<file path="src/rtl/fetch_unit.sv">
// fetch_unit: instruction-fetch stage of the 3-stage pipeline.
//
// Owns the program counter, issues in-order word fetches to instruction memory
// over a valid/ready handshake and buffers returned instructions for decode.
// A taken branch or jump from execute redirects the PC. Requests already in
// flight at that moment stay counted, and their responses are dropped because
// they carry the old epoch bit.
//
// Ports:
//   clk, rst         clock, synchronous active-high reset
//   take_branch      taken conditional branch (execute)
//   jump             JAL/JALR resolved (execute)
//   target_pc        redirect target, low two bits ignored
//   stall            decode cannot accept this cycle
//   imem_req_*       request channel: valid/addr out, ready in
//   imem_resp_*      in-order response channel: valid/data in
//   if_valid/instr/pc  buffer head presented to decode
//   flush            kill the instruction currently in decode
module fetch_unit #(
  parameter logic [31:0] RESET_PC  = 32'h0000_0000,
  parameter int          BUF_DEPTH = 2
) (
  input  logic        clk,
  input  logic        rst,
  input  logic        take_branch,
  input  logic        jump,
  input  logic [31:0] target_pc,
  input  logic        stall,
  output logic        imem_req_valid,
  output logic [31:0] imem_req_addr,
  input  logic        imem_req_ready,
  input  logic        imem_resp_valid,
  input  logic [31:0] imem_resp_data,
  output logic        if_valid,
  output logic [31:0] if_instr,
  output logic [31:0] if_pc,
  output logic        flush
);

  localparam int AW = (BUF_DEPTH > 1) ? $clog2(BUF_DEPTH) : 1;
  localparam int CW = AW + 1;

  // Control state
  logic [31:0]   fetch_pc;
  logic          epoch;
  logic [CW-1:0] out_cnt;
  logic [CW-1:0] occ;
  logic [AW-1:0] tag_wr, tag_rd;
  logic [AW-1:0] buf_wr, buf_rd;

  // Data storage (not reset; only entries covered by occ/out_cnt are read)
  logic          tag_ep    [BUF_DEPTH];
  logic [31:0]   tag_pc    [BUF_DEPTH];
  logic [31:0]   buf_pc    [BUF_DEPTH];
  logic [31:0]   buf_instr [BUF_DEPTH];

  logic redirect;
  logic credit_ok;
  logic req_fire;
  logic resp_fire;
  logic resp_keep;
  logic pop;

  always_comb begin
    redirect  = take_branch | jump;
    // Outstanding requests plus buffered entries may never exceed the buffer,
    // so every response always has a slot waiting for it.
    credit_ok = ({1'b0, occ} + {1'b0, out_cnt}) < (CW+1)'(BUF_DEPTH);

    imem_req_valid = !rst && !redirect && credit_ok;
    imem_req_addr  = fetch_pc;
    req_fire       = imem_req_valid && imem_req_ready;

    // A response with nothing outstanding belongs to a request issued before
    // the last reset and is ignored.
    resp_fire = imem_resp_valid && (out_cnt != '0);
    resp_keep = resp_fire && !redirect && (tag_ep[tag_rd] == epoch);

    if_valid = (occ != '0) && !redirect;
    if_instr = (occ != '0) ? buf_instr[buf_rd] : 32'h0;
    if_pc    = (occ != '0) ? buf_pc[buf_rd]    : 32'h0;
    pop      = if_valid && !stall;

    flush = redirect;
  end

  // ---- stage boundary: control registers ----
  always_ff @(posedge clk) begin
    if (rst) begin
      fetch_pc <= RESET_PC;
      epoch    <= 1'b0;
      out_cnt  <= '0;
      occ      <= '0;
      tag_wr   <= '0;
      tag_rd   <= '0;
      buf_wr   <= '0;
      buf_rd   <= '0;
    end else begin
      if (req_fire)  tag_wr <= tag_wr + AW'(1);
      if (resp_fire) tag_rd <= tag_rd + AW'(1);
      out_cnt <= out_cnt + CW'(req_fire) - CW'(resp_fire);

      if (redirect) begin
        fetch_pc <= target_pc & 32'hFFFF_FFFC;
        epoch    <= ~epoch;
        occ      <= '0;
        buf_wr   <= '0;
        buf_rd   <= '0;
      end else begin
        if (req_fire) fetch_pc <= fetch_pc + 32'd4;
        occ <= occ + CW'(resp_keep) - CW'(pop);
        if (resp_keep) buf_wr <= buf_wr + AW'(1);
        if (pop)       buf_rd <= buf_rd + AW'(1);
      end
    end
  end

  // ---- stage boundary: tag and instruction storage ----
  always_ff @(posedge clk) begin
    if (req_fire) begin
      tag_ep[tag_wr] <= epoch;
      tag_pc[tag_wr] <= fetch_pc;
    end
    if (resp_keep) begin
      buf_pc[buf_wr]    <= tag_pc[tag_rd];
      buf_instr[buf_wr] <= imem_resp_data;
    end
  end

endmodule
</file>
<file path="config.mk">
export PLATFORM = sky130hd
export DESIGN_NAME = fetch_unit
export DESIGN_NICKNAME = d
export VERILOG_FILES = /design/src/rtl/fetch_unit.sv
export SDC_FILE = /design/constraint.sdc
export NUM_CORES = 1
export LEC_CHECK = 0
export CAP_MARGIN = 20
export CORE_MARGIN = 2
export CORE_UTILIZATION = 47
export DETAILED_ROUTE_END_ITERATION = 12
export GPL_TIMING_DRIVEN = 0
export PLACE_DENSITY = 0.76
export RECOVER_POWER = 25
export SYNTH_ARGS = -nofsm -noshare
export SYNTH_HDL_FRONTEND = slang
export SYNTH_SLANG_ARGS = --single-unit
</file>
<file path="constraint.sdc">
create_clock -name clk -period 5.57 [get_ports clk]
set_input_delay 1.671 -clock clk [delete_from_list [all_inputs] [get_ports clk]]
set_output_delay 1.671 -clock clk [all_outputs]
set_load 0.005 [all_outputs]
</file>
[Word-level counts from Yosys, hierarchy flattened]
Memories as Yosys holds them, arrays and structs flattened. A register that Yosys moved wholly into a read port is not among the register bits.
Index checks and enable logic that the tools add are counted.
Word-level totals
  memories kept: 4
  word-level logic and storage cells: 58
  bits of input ports: 71
  bits in writable memories: 194
  flip-flop bits (word level): 41
  output and inout port bits: 99
Cells by class
  multiplexer cells: 16
  magnitude comparators: 1
  $add $sub $neg: 10
  reduce and logical (&&, ||, !) cells: 15
  bitwise logic cells: 2
  eq/ne operators: 1
Memories
  buf_instr: words 2, width 32, read ports 1, clocked after memory_dff 1, wr ports 1, RTL line 55  | logic [31:0] buf_instr [BUF_DEPTH];
  buf_pc: words 2, width 32, read ports 1, clocked after memory_dff 1, wr ports 1, RTL line 54  | logic [31:0] buf_pc [BUF_DEPTH];
  tag_pc: words 2, width 32, read ports 1, clocked after memory_dff 1, wr ports 1, RTL line 53  | logic [31:0] tag_pc [BUF_DEPTH];
  tag_ep: words 2, width 1, read ports 1, clocked after memory_dff 1, wr ports 1, RTL line 52  | logic tag_ep [BUF_DEPTH];
Operators by type and width (number)
  2-to-1 mux 32 bit: 4
  adder 32 x 3 -> 32 bit, second input constant: 1
  2-to-1 mux 1 bit: 12
  logical AND 1 bit: 8
  nonzero test 2 bit: 3
  adder 1 bit, second input constant: 4
  adder 2 x 1 -> 2 bit: 2
  subtractor 2 x 1 -> 2 bit: 2
  adder 2 x 2 -> 3 bit: 1
  zero test 1 bit: 3
  less-than comparator 3 x 2 -> 1 bit, second input constant: 1
  OR reduction 2 bit: 1
  == test 1 bit: 1
  inverter 1 bit: 1
  bitwise OR 1 bit: 1

[Depth between registers and ports, before layout]
Gate-level depths: netlist (run 1).
  depth after elaboration: 7
  depth in mapped cells: 10
  depth with buffers taken out: 10

[Worst setup path after synthesis (run 1)]
OpenSTA, ideal clock, no wires.
  path kind: input to register
  from: input jump
  to: memory buf_instr[0][0] (enable)
  arrival: 4.887 ns
  slack: 0.200 ns
  path buffers: 0
  stages on the path: 3
  library setup time: 0.482 ns
  data required time: 5.088 ns
  cells stage by stage: nor2_1 > nand3_1 > nor2_1
Between the ends
  cells in the longest elaborated chain, start to end: 6
RTL lines
  from (decl): RTL line 26  | input logic jump,
  bitwise OR 1 bit: RTL line 65  | redirect = take_branch | jump;
  zero test 1 bit: RTL line 77  | resp_keep = resp_fire && !redirect && (tag_ep[tag_rd] == epoch);
  logical AND 1 bit (2 in series): RTL line 77
  2-to-1 mux 1 bit: RTL line 124  | if (resp_keep) begin
  2-to-1 mux 1 bit (implied by the code): RTL line 126  | buf_instr[buf_wr] <= imem_resp_data;
  to (decl): RTL line 55
No other way between the ends.

[Worst setup path after layout (run 1)]
  from: input rst
  to: output imem_req_valid
Between the ends
  cells in the longest elaborated chain, start to end: 3
RTL lines
  from (decl): RTL line 24  | input logic rst,
  zero test 1 bit: RTL line 70  | imem_req_valid = !rst && !redirect && credit_ok;
  logical AND 1 bit (2 in series): RTL line 70
  to (decl): RTL line 29  | output logic imem_req_valid,
No other way between the ends.

==> summary.txt, run 1 <==
STA
  – Setup violators final: 0
  – Final worst path period share: 95.7%
  – Post-layout min period: 5330 ps
  – Normalized max-slew margin: 22.7%
  – Setup repair after global routing missed its margin: no
  – Number of pins exceeding their max-slew limit in the final report: 0
  – Fmax: 188 MHz
  – Setup TNS: 0 ps
  – Transition time at the pin with the least slew margin: 1150 ps
  – Final hold violation count: 0
  – Hold slack: 534 ps
  – Setup skew after layout: 8.98 ps

Yosys
  – Number of library cell types mapped by synthesis: 39
  – Area contributors post-synth: sky130_fd_sc_hd__edfxtp_1 62%, sky130_fd_sc_hd__dfxtp_1 9.1%, sky130_fd_sc_hd__mux2i_1 7.0%, sky130_fd_sc_hd__nor2_1 4.7%, sky130_fd_sc_hd__mux2_2 3.7%
  – Top cell type's share of synthesized area: 61.9%
  – Sequential fraction of the synthesis area: 71.1%
  – Count of flip-flops with a built-in enable after synthesis: 186
  – Post-synth design cell area: 9020 um2
  – Share of async-settable or async-resettable flops after synthesis: 0%
  – Main synth FF type: sky130_fd_sc_hd__edfxtp_1
  – Most area-hungry cell type in the Yosys netlist: sky130_fd_sc_hd__edfxtp_1
  – Average cell area after synthesis: 14.6 um2
  – Synthesized instance count: 617
  – Total of warnings raised by yosys: 0
  – Synthesized flop and latch total: 227

Cells and area
  – Fraction of layout instances using a drive strength above 1: 7.48%
  – Final Non-Filler Cells: 1063
  – Share of the core filled with cells in the final layout: 62.7%
  – Final standard cell area without fillers: 11800 um2
  – Net count, final: 889
  – Total inserted antenna cells: 0
  – Area overhead of the layout relative to synthesis: 30.5%

Power
  – Leakage: 3.75 nW
  – VDD IR-drop max: 0.216 mV
  – Power per cell area: 319 nW/um2

Outcome
  – Status: finished clean

Routing
  – Via-to-Cell Ratio: 5.27
  – Final routed DRC violation total: 0
  – Pre-antenna DRT Iters: 4
  – Vias: 5600
  – Sum of routed wire length over all layers: 19300 um
  – Remaining antenna violation count after routing: 0
  – Starting DRT DRC Count: 302
  – Wirelength per Cell: 18.2 um

Clock network
  – Largest buffer count on any clock path: 3
  – TritonCTS Buffers: 23
  – Buffer type at the clock tree root: sky130_fd_sc_hd__clkbuf_16
  – Post-CTS setup-driven buffer insertion count: 0
  – Resize count post-CTS: 0
  – Clock slew at the register clock pins of the worst setup and hold paths: 60 ps
  – Post-CTS Hold Buffers: 0
  – Number of levels in the clock H-tree: 1
  – Clock Latency Late Sink: 500 ps
  – TritonCTS clock tree: yes
  – Sink Count: 227

Setup path
  – Kind of cell with the highest combined delay on the critical path: buffers and inverters
  – Library cell contributing the largest single delay on the critical path: sky130_fd_sc_hd__clkdlybuf4s50_1
  – Worst endpoint required time: 3900 ps
  – Crit path DAT: 3660 ps
  – Largest driver fanout on the critical path: 10
  – Worst Setup Path Type: in2out
  – Kind of capture point of the worst setup path: primary output
  – Combined buffer and inverter count along the critical path: 4
  – Cell-by-cell trace of the critical path: clkdlybuf4s50_1 > clkbuf_1 > or3_1 > clkbuf_1 > nor3_1 > clkdlybuf4s50_1
  – Maximum cell stage delay along the critical path: 530 ps
  – Sort of element at the start of the critical path: input pin

Global route
  – Vias in the first global route: 5633
  – Initial antenna violation count: 0
  – Remaining Overflow, GRT: 0
  – Pin count of the biggest net entering global routing: 32
  – Global-route wire length before repair: 30000 um
  – Overall global routing resource usage: 19.0%

Placement
  – RePlAce Congestion: 0.882
  – Number of instances in the placed design: 1021
  – Count of buffers from port buffering: 163
  – Placed cell area: 11100 um2
  – Detailed Place HPWL: 13400 um

Die
  – I/O pin count: 170
  – Initial standard-cell utilization of the core: 48.0%
  – DIE AREA: 20300 um2
  – Placeable core region: 18800 um2
  – Horizontal extent of the die: 143 um
  – Count of standard-cell rows: 50
  – Die Y-Extent: 143 um

Worst hold path
  – Hold Path Class: reg2reg

Run
  – Number of violations of the max-capacitance limit: 0
power breakdown:
part / internal [mW] / total [mW] / switching (mW)
registers: 1.91 / 1.97 / 0.0530
logic: 0.175 / 0.331 / 0.156
clock network: 0.858 / 1.46 / 0.599
total: 2.95 / 3.75 / 0.807
cells in the mapped netlist, drive strengths merged (3+ instances only):
| cell | number |
|---|---|
| xnor2 | 19 |
| ha | 5 |
| a211oi | 27 |
| nor2 | 113 |
| or3 | 3 |
| edfxtp | 186 |
| nor3 | 5 |
| nand4 | 7 |
| nand2 | 15 |
| dfxtp | 41 |
| xor2 | 17 |
| nand3 | 13 |
| mux2i | 63 |
| nor4 | 9 |
| mux2 | 30 |
| a311oi | 3 |
| and2 | 3 |
| clkbuf | 21 |
| inv | 7 |
| buf | 12 |
| o21ai | 3 |
path summary, 6_finish.rpt:
kind,startpoint,to,slack [ps],cells after the start
max,rst,imem_req_valid,240,6
min,epoch,tag_ep[0],530,0
max reg2reg,out_cnt[0],tag_pc[0][7],2180,5
min reg2reg,epoch,tag_ep[0],530,0
through the flow:
| step | worst slack, ps | power, mW |
|---|---|---|
| 5_1_grt | 98.7 | 3.89 |
| 3_3_place_gp | -1910 | 2.32 |
| 2_1_floorplan | 200 | 2.18 |
| 4_1_cts | 231 | 3.80 |
| 3_5_place_dp | 250 | 2.34 |
| 6_report | 242 | 3.75 |
layout make-up:
| cell class | count | area, um2 |
|---|---|---|
| fill | 1406 | 7000 |
| sequential | 227 | 6410 |
| multi-input combinational | 353 | 2480 |
| timing repair buffer | 167 | 1710 |
| clock buffer | 32 | 609 |
| tap | 234 | 293 |
| buffer | 33 | 141 |
| clock inverter | 10 | 101 |
| inverter | 7 | 26.3 |
registers in the layout, indices dropped and copies added (netlist names), named ones only:
register	flops
tag_rd	1
tag_pc	60
buf_instr	64
buf_rd	1
imem_req_addr	30
tag_wr	1
buf_wr	1
occ	2
tag_ep	2
epoch	1
buf_pc	60
out_cnt	2
layer usage:
layer	vias to the layer above	global-route usage (%)	routed length (um)
li1	2659	-	-
met1	2717	24.7	8170
met2	194	32.6	9290
met3	30	4.27	1510
met4	0	4.48	365
met5	-	0	0
logic make-up (layout without fill, tap and decap cells):
kind of cell,Yosys count,in the layout,share of synthesized area [%]
flip-flops,227,227,71.1
AND/OR/NAND/NOR,179,179,8.99
multiplexers,93,93,10.7
buffers and inverters,40,249,1.86
XOR/XNOR,36,36,3.50
AO/OA/AOI/OAI,35,35,2.90
adder cells (fa/ha/maj),6,6,0.916
other,1,4,0.0416
cells in the final DEF, fill, tap and decap left out, types with 11 or more instances in the layout:
cell type,instances
sky130_fd_sc_hd__a211oi_1,26
sky130_fd_sc_hd__mux2_2,11
sky130_fd_sc_hd__nand3_1,13
sky130_fd_sc_hd__nor2_1,110
sky130_fd_sc_hd__nand2_1,15
sky130_fd_sc_hd__mux2i_1,63
sky130_fd_sc_hd__xnor2_1,19
sky130_fd_sc_hd__mux2_1,19
sky130_fd_sc_hd__dfxtp_1,41
sky130_fd_sc_hd__edfxtp_1,186
sky130_fd_sc_hd__xor2_1,17
sky130_fd_sc_hd__clkbuf_1,33
sky130_fd_sc_hd__clkbuf_16,23
sky130_fd_sc_hd__clkdlybuf4s50_1,160
Power figures use the tool's default switching activity.
==> run 2, diff against run 1 <==
- ABC_CLOCK_PERIOD_IN_PS: not set -> 5570
- CAP_MARGIN: 20 -> not set
- CORE_MARGIN: 2 -> 3
==> run 2 against run 1 <==
  * Worst setup slack lost 100 ps
  * Critical path type unchanged
  * Global-route usage down 0.75 points
  * Wire length decreased by 2.4%
  * Core utilization rose by 0.14 points
  * Sequential cell count did not move
  * Combinational power about the same
  * Largest cell class unchanged
  * Hold slack got worse by 18 ps
  * Via count decreased by 0.66%
  * Clock skew increased by 5.6 ps
  * Sequential power about the same
  * Clock-buffer cell count grew 3
==> summary.txt, run 2 (synthesized netlist as in run 1, its figures left out) <==
Global route
  – Remaining Overflow, GRT: 0 (unchanged)
  – Overall global routing resource usage: 18.2% (-0.75 points)
  – Met3 track utilization from global routing: 4.37% (+0.092 points)
  – Most Used Layer, Global Route: met2
  – Global routing met2 resource utilization: 30.1% (-2.5 points)
  – Met1 track demand over resource in global routing: 24.1% (-0.54 points)
  – Pin count of the biggest net entering global routing: 32 (unchanged)
  – Initial antenna violation count: 0 (unchanged)
  – Global-route wire length before repair: 29900 um (-0.30%)
  – Vias in the first global route: 5712 (+1.4%)

STA
  – Post-layout min period: 5430 ps (+104 ps)
  – Setup repair after global routing missed its margin: no
  – Final worst path period share: 97.5% (+1.9 points)
  – Number of pins exceeding their max-slew limit in the final report: 0 (unchanged)
  – Setup violators final: 0 (unchanged)
  – Normalized max-slew margin: 21.6% (-1.1 points)
  – Final hold violation count: 0 (unchanged)
  – Hold slack: 517 ps (-17.6 ps)
  – Transition time at the pin with the least slew margin: 1170 ps (+16.3 ps)
  – Final setup slack of the worst path: 138 ps (-104 ps)
  – Setup skew after layout: 14.5 ps (+5.55 ps)
  – Fmax: 184 MHz (-1.9%)

Setup path
  – Critical path capture point: if_valid
  – Setup slack of the most critical reg-to-reg path: 2270 ps (+90 ps)
  – Largest driver fanout on the critical path: 10 (unchanged)
  – Terminus of the critical flop-to-flop path: imem_req_addr[21]
  – Worst endpoint required time: 3900 ps (about the same)
  – Kind of capture point of the worst setup path: primary output
  – Startpoint of the lowest-slack register-to-register path: out_cnt[0]
  – Sort of element at the start of the critical path: input pin
  – Worst Setup Path Type: in2out
  – Crit path DAT: 3760 ps (+100 ps)
  – Cell depth of the worst flop-to-flop path: 7 (+2)
  – Timing startpoint of the critical path: jump

Clock network
  – Clock slew at the register clock pins of the worst setup and hold paths: 60 ps (about the same)
  – TritonCTS clock tree: yes
  – Sink Count: 227 (unchanged)
  – Post-CTS Hold Buffers: 0 (unchanged)
  – Largest buffer count on any clock path: 3 (unchanged)
  – Clock Latency Late Sink: 500 ps (about the same)
  – TritonCTS Buffers: 23 (unchanged)
  – Number of levels in the clock H-tree: 1 (unchanged)
  – Resize count post-CTS: 0 (unchanged)
  – Post-CTS setup-driven buffer insertion count: 0 (unchanged)
  – Buffer type at the clock tree root: sky130_fd_sc_hd__clkbuf_16

Worst hold path
  – Hold Path Class: reg2reg

Die
  – Horizontal extent of the die: 145 um (+1.4%)
  – I/O pin count: 170 (unchanged)
  – Placeable core region: 18800 um2 (unchanged)
  – Count of standard-cell rows: 50 (unchanged)
  – Initial standard-cell utilization of the core: 48.0% (unchanged)
  – DIE AREA: 20900 um2 (+2.8%)
  – Die Y-Extent: 145 um (+1.4%)

Cells and area
  – Net count, final: 890 (+0.11%)
  – Largest registers in the final layout: buf_instr: 64 flops, buf_pc: 60 flops, tag_pc: 60 flops
  – Number of flip-flops in the largest register: 64 (unchanged)
  – Total inserted antenna cells: 0 (unchanged)
  – Fraction of layout instances using a drive strength above 1: 7.48% (unchanged)
  – Most common cell after layout, fill and taps aside: sky130_fd_sc_hd__edfxtp_1
  – Biggest register: buf_instr
  – Area overhead of the layout relative to synthesis: 30.8%
  – Commonest non-fill, non-tap cells in the layout: 186 x sky130_fd_sc_hd__edfxtp_1, 160 x sky130_fd_sc_hd__clkdlybuf4s50_1, 110 x sky130_fd_sc_hd__nor2_1, 63 x sky130_fd_sc_hd__mux2i_1, 41 x sky130_fd_sc_hd__dfxtp_1
  – Area occupied by registers: 6410 um2 (unchanged)
  – Share of the core filled with cells in the final layout: 62.8% (+0.14 points)
  – Number of fill cells: 1375 (-2.2%)
  – Area taken by multi-input logic gates: 2480 um2 (unchanged)

Routing
  – Wirelength per Cell: 17.8 um (-2.4%)
  – Remaining antenna violation count after routing: 0 (unchanged)
  – Via-to-Cell Ratio: 5.23 (-0.66%)
  – Starting DRT DRC Count: 343 (+14%)
  – Final routed DRC violation total: 0 (unchanged)
  – Pre-antenna DRT Iters: 7 (+3)
  – Sum of routed wire length over all layers: 18900 um (-2.4%)
  – Vias: 5563 (-0.66%)

Placement
  – Pre-CTS WS: 211 ps (-38.3 ps)
  – RePlAce Congestion: 0.993 (+13%)
  – Count of buffers from port buffering: 163 (unchanged)
  – Detailed Place HPWL: 13200 um (-0.93%)

Run
  – Number of violations of the max-capacitance limit: 0 (unchanged)

Power
  – Power per cell area: 315 nW/um2 (-1.4%)
  – Leakage: 3.77 nW (+0.44%)
  – VDD IR-drop max: 0.260 mV (+20%)

Outcome
  – Status: finished clean
==> run 2: final cells by class <==
type | instances | area share (%)
buffer | 33 | 1.20
clock buffer | 35 | 5.70
clock inverter | 6 | 0.255
inverter | 7 | 0.223
multi-input combinational | 353 | 21.0
sequential | 227 | 54.3
tap | 234 | 2.48
timing repair buffer | 168 | 14.8
==> run 2: metal layers <==
| layer | routed length (um) | up-vias | share of wire (%) |
|---|---|---|---|
| met4 | 388 | 0 | 2.1 |
| met3 | 1580 | 32 | 8.3 |
| li1 | - | 2654 | - |
| met2 | 8950 | 244 | 47 |
| met5 | 0 | - | 0 |
| met1 | 7960 | 2633 | 42 |
==> run 2: worst max-delay path, stage by stage <==
cell and delay, ps:
sky130_fd_sc_hd__clkdlybuf4s50_1 420, sky130_fd_sc_hd__nor2_1 590, sky130_fd_sc_hd__inv_1 370, sky130_fd_sc_hd__nor2_1 190
sky130_fd_sc_hd__clkdlybuf4s50_1 520
==> run 2: worst min-delay path by stage <==
stage | end | slack (ps) | depth (start not counted) | startpoint
after floorplan | flop | 480 | 2 | tag_rd
after global placement | tag_rd | 500 | 2 | tag_rd
after detailed placement | buf_rd | 510 | 2 | buf_rd
after CTS | buf_rd | 520 | 2 | buf_rd
after global routing | tag_ep[1] | 540 | 0 | epoch
final | buf_rd | 520 | 2 | buf_rd
==> run 2: stage by stage <==
stage               TNS (ps)  instances  cell area, um2  total power [mW]
floorplan                  0        620            9030              2.18
global placement     -249840       1017           11000              2.32
detailed placement         0       1022           11100              2.34
CTS                        0       1063           11800              3.76
global route               0       1063           11800              3.85
finish                     0       1063           11800              3.71
==> run 2: report_power, final <==
group	leakage, nW	switching [mW]	internal (mW)
Clock	0.350	0.585	0.830
Combinational	1.39	0.156	0.176
Sequential	2.02	0.0503	1.91
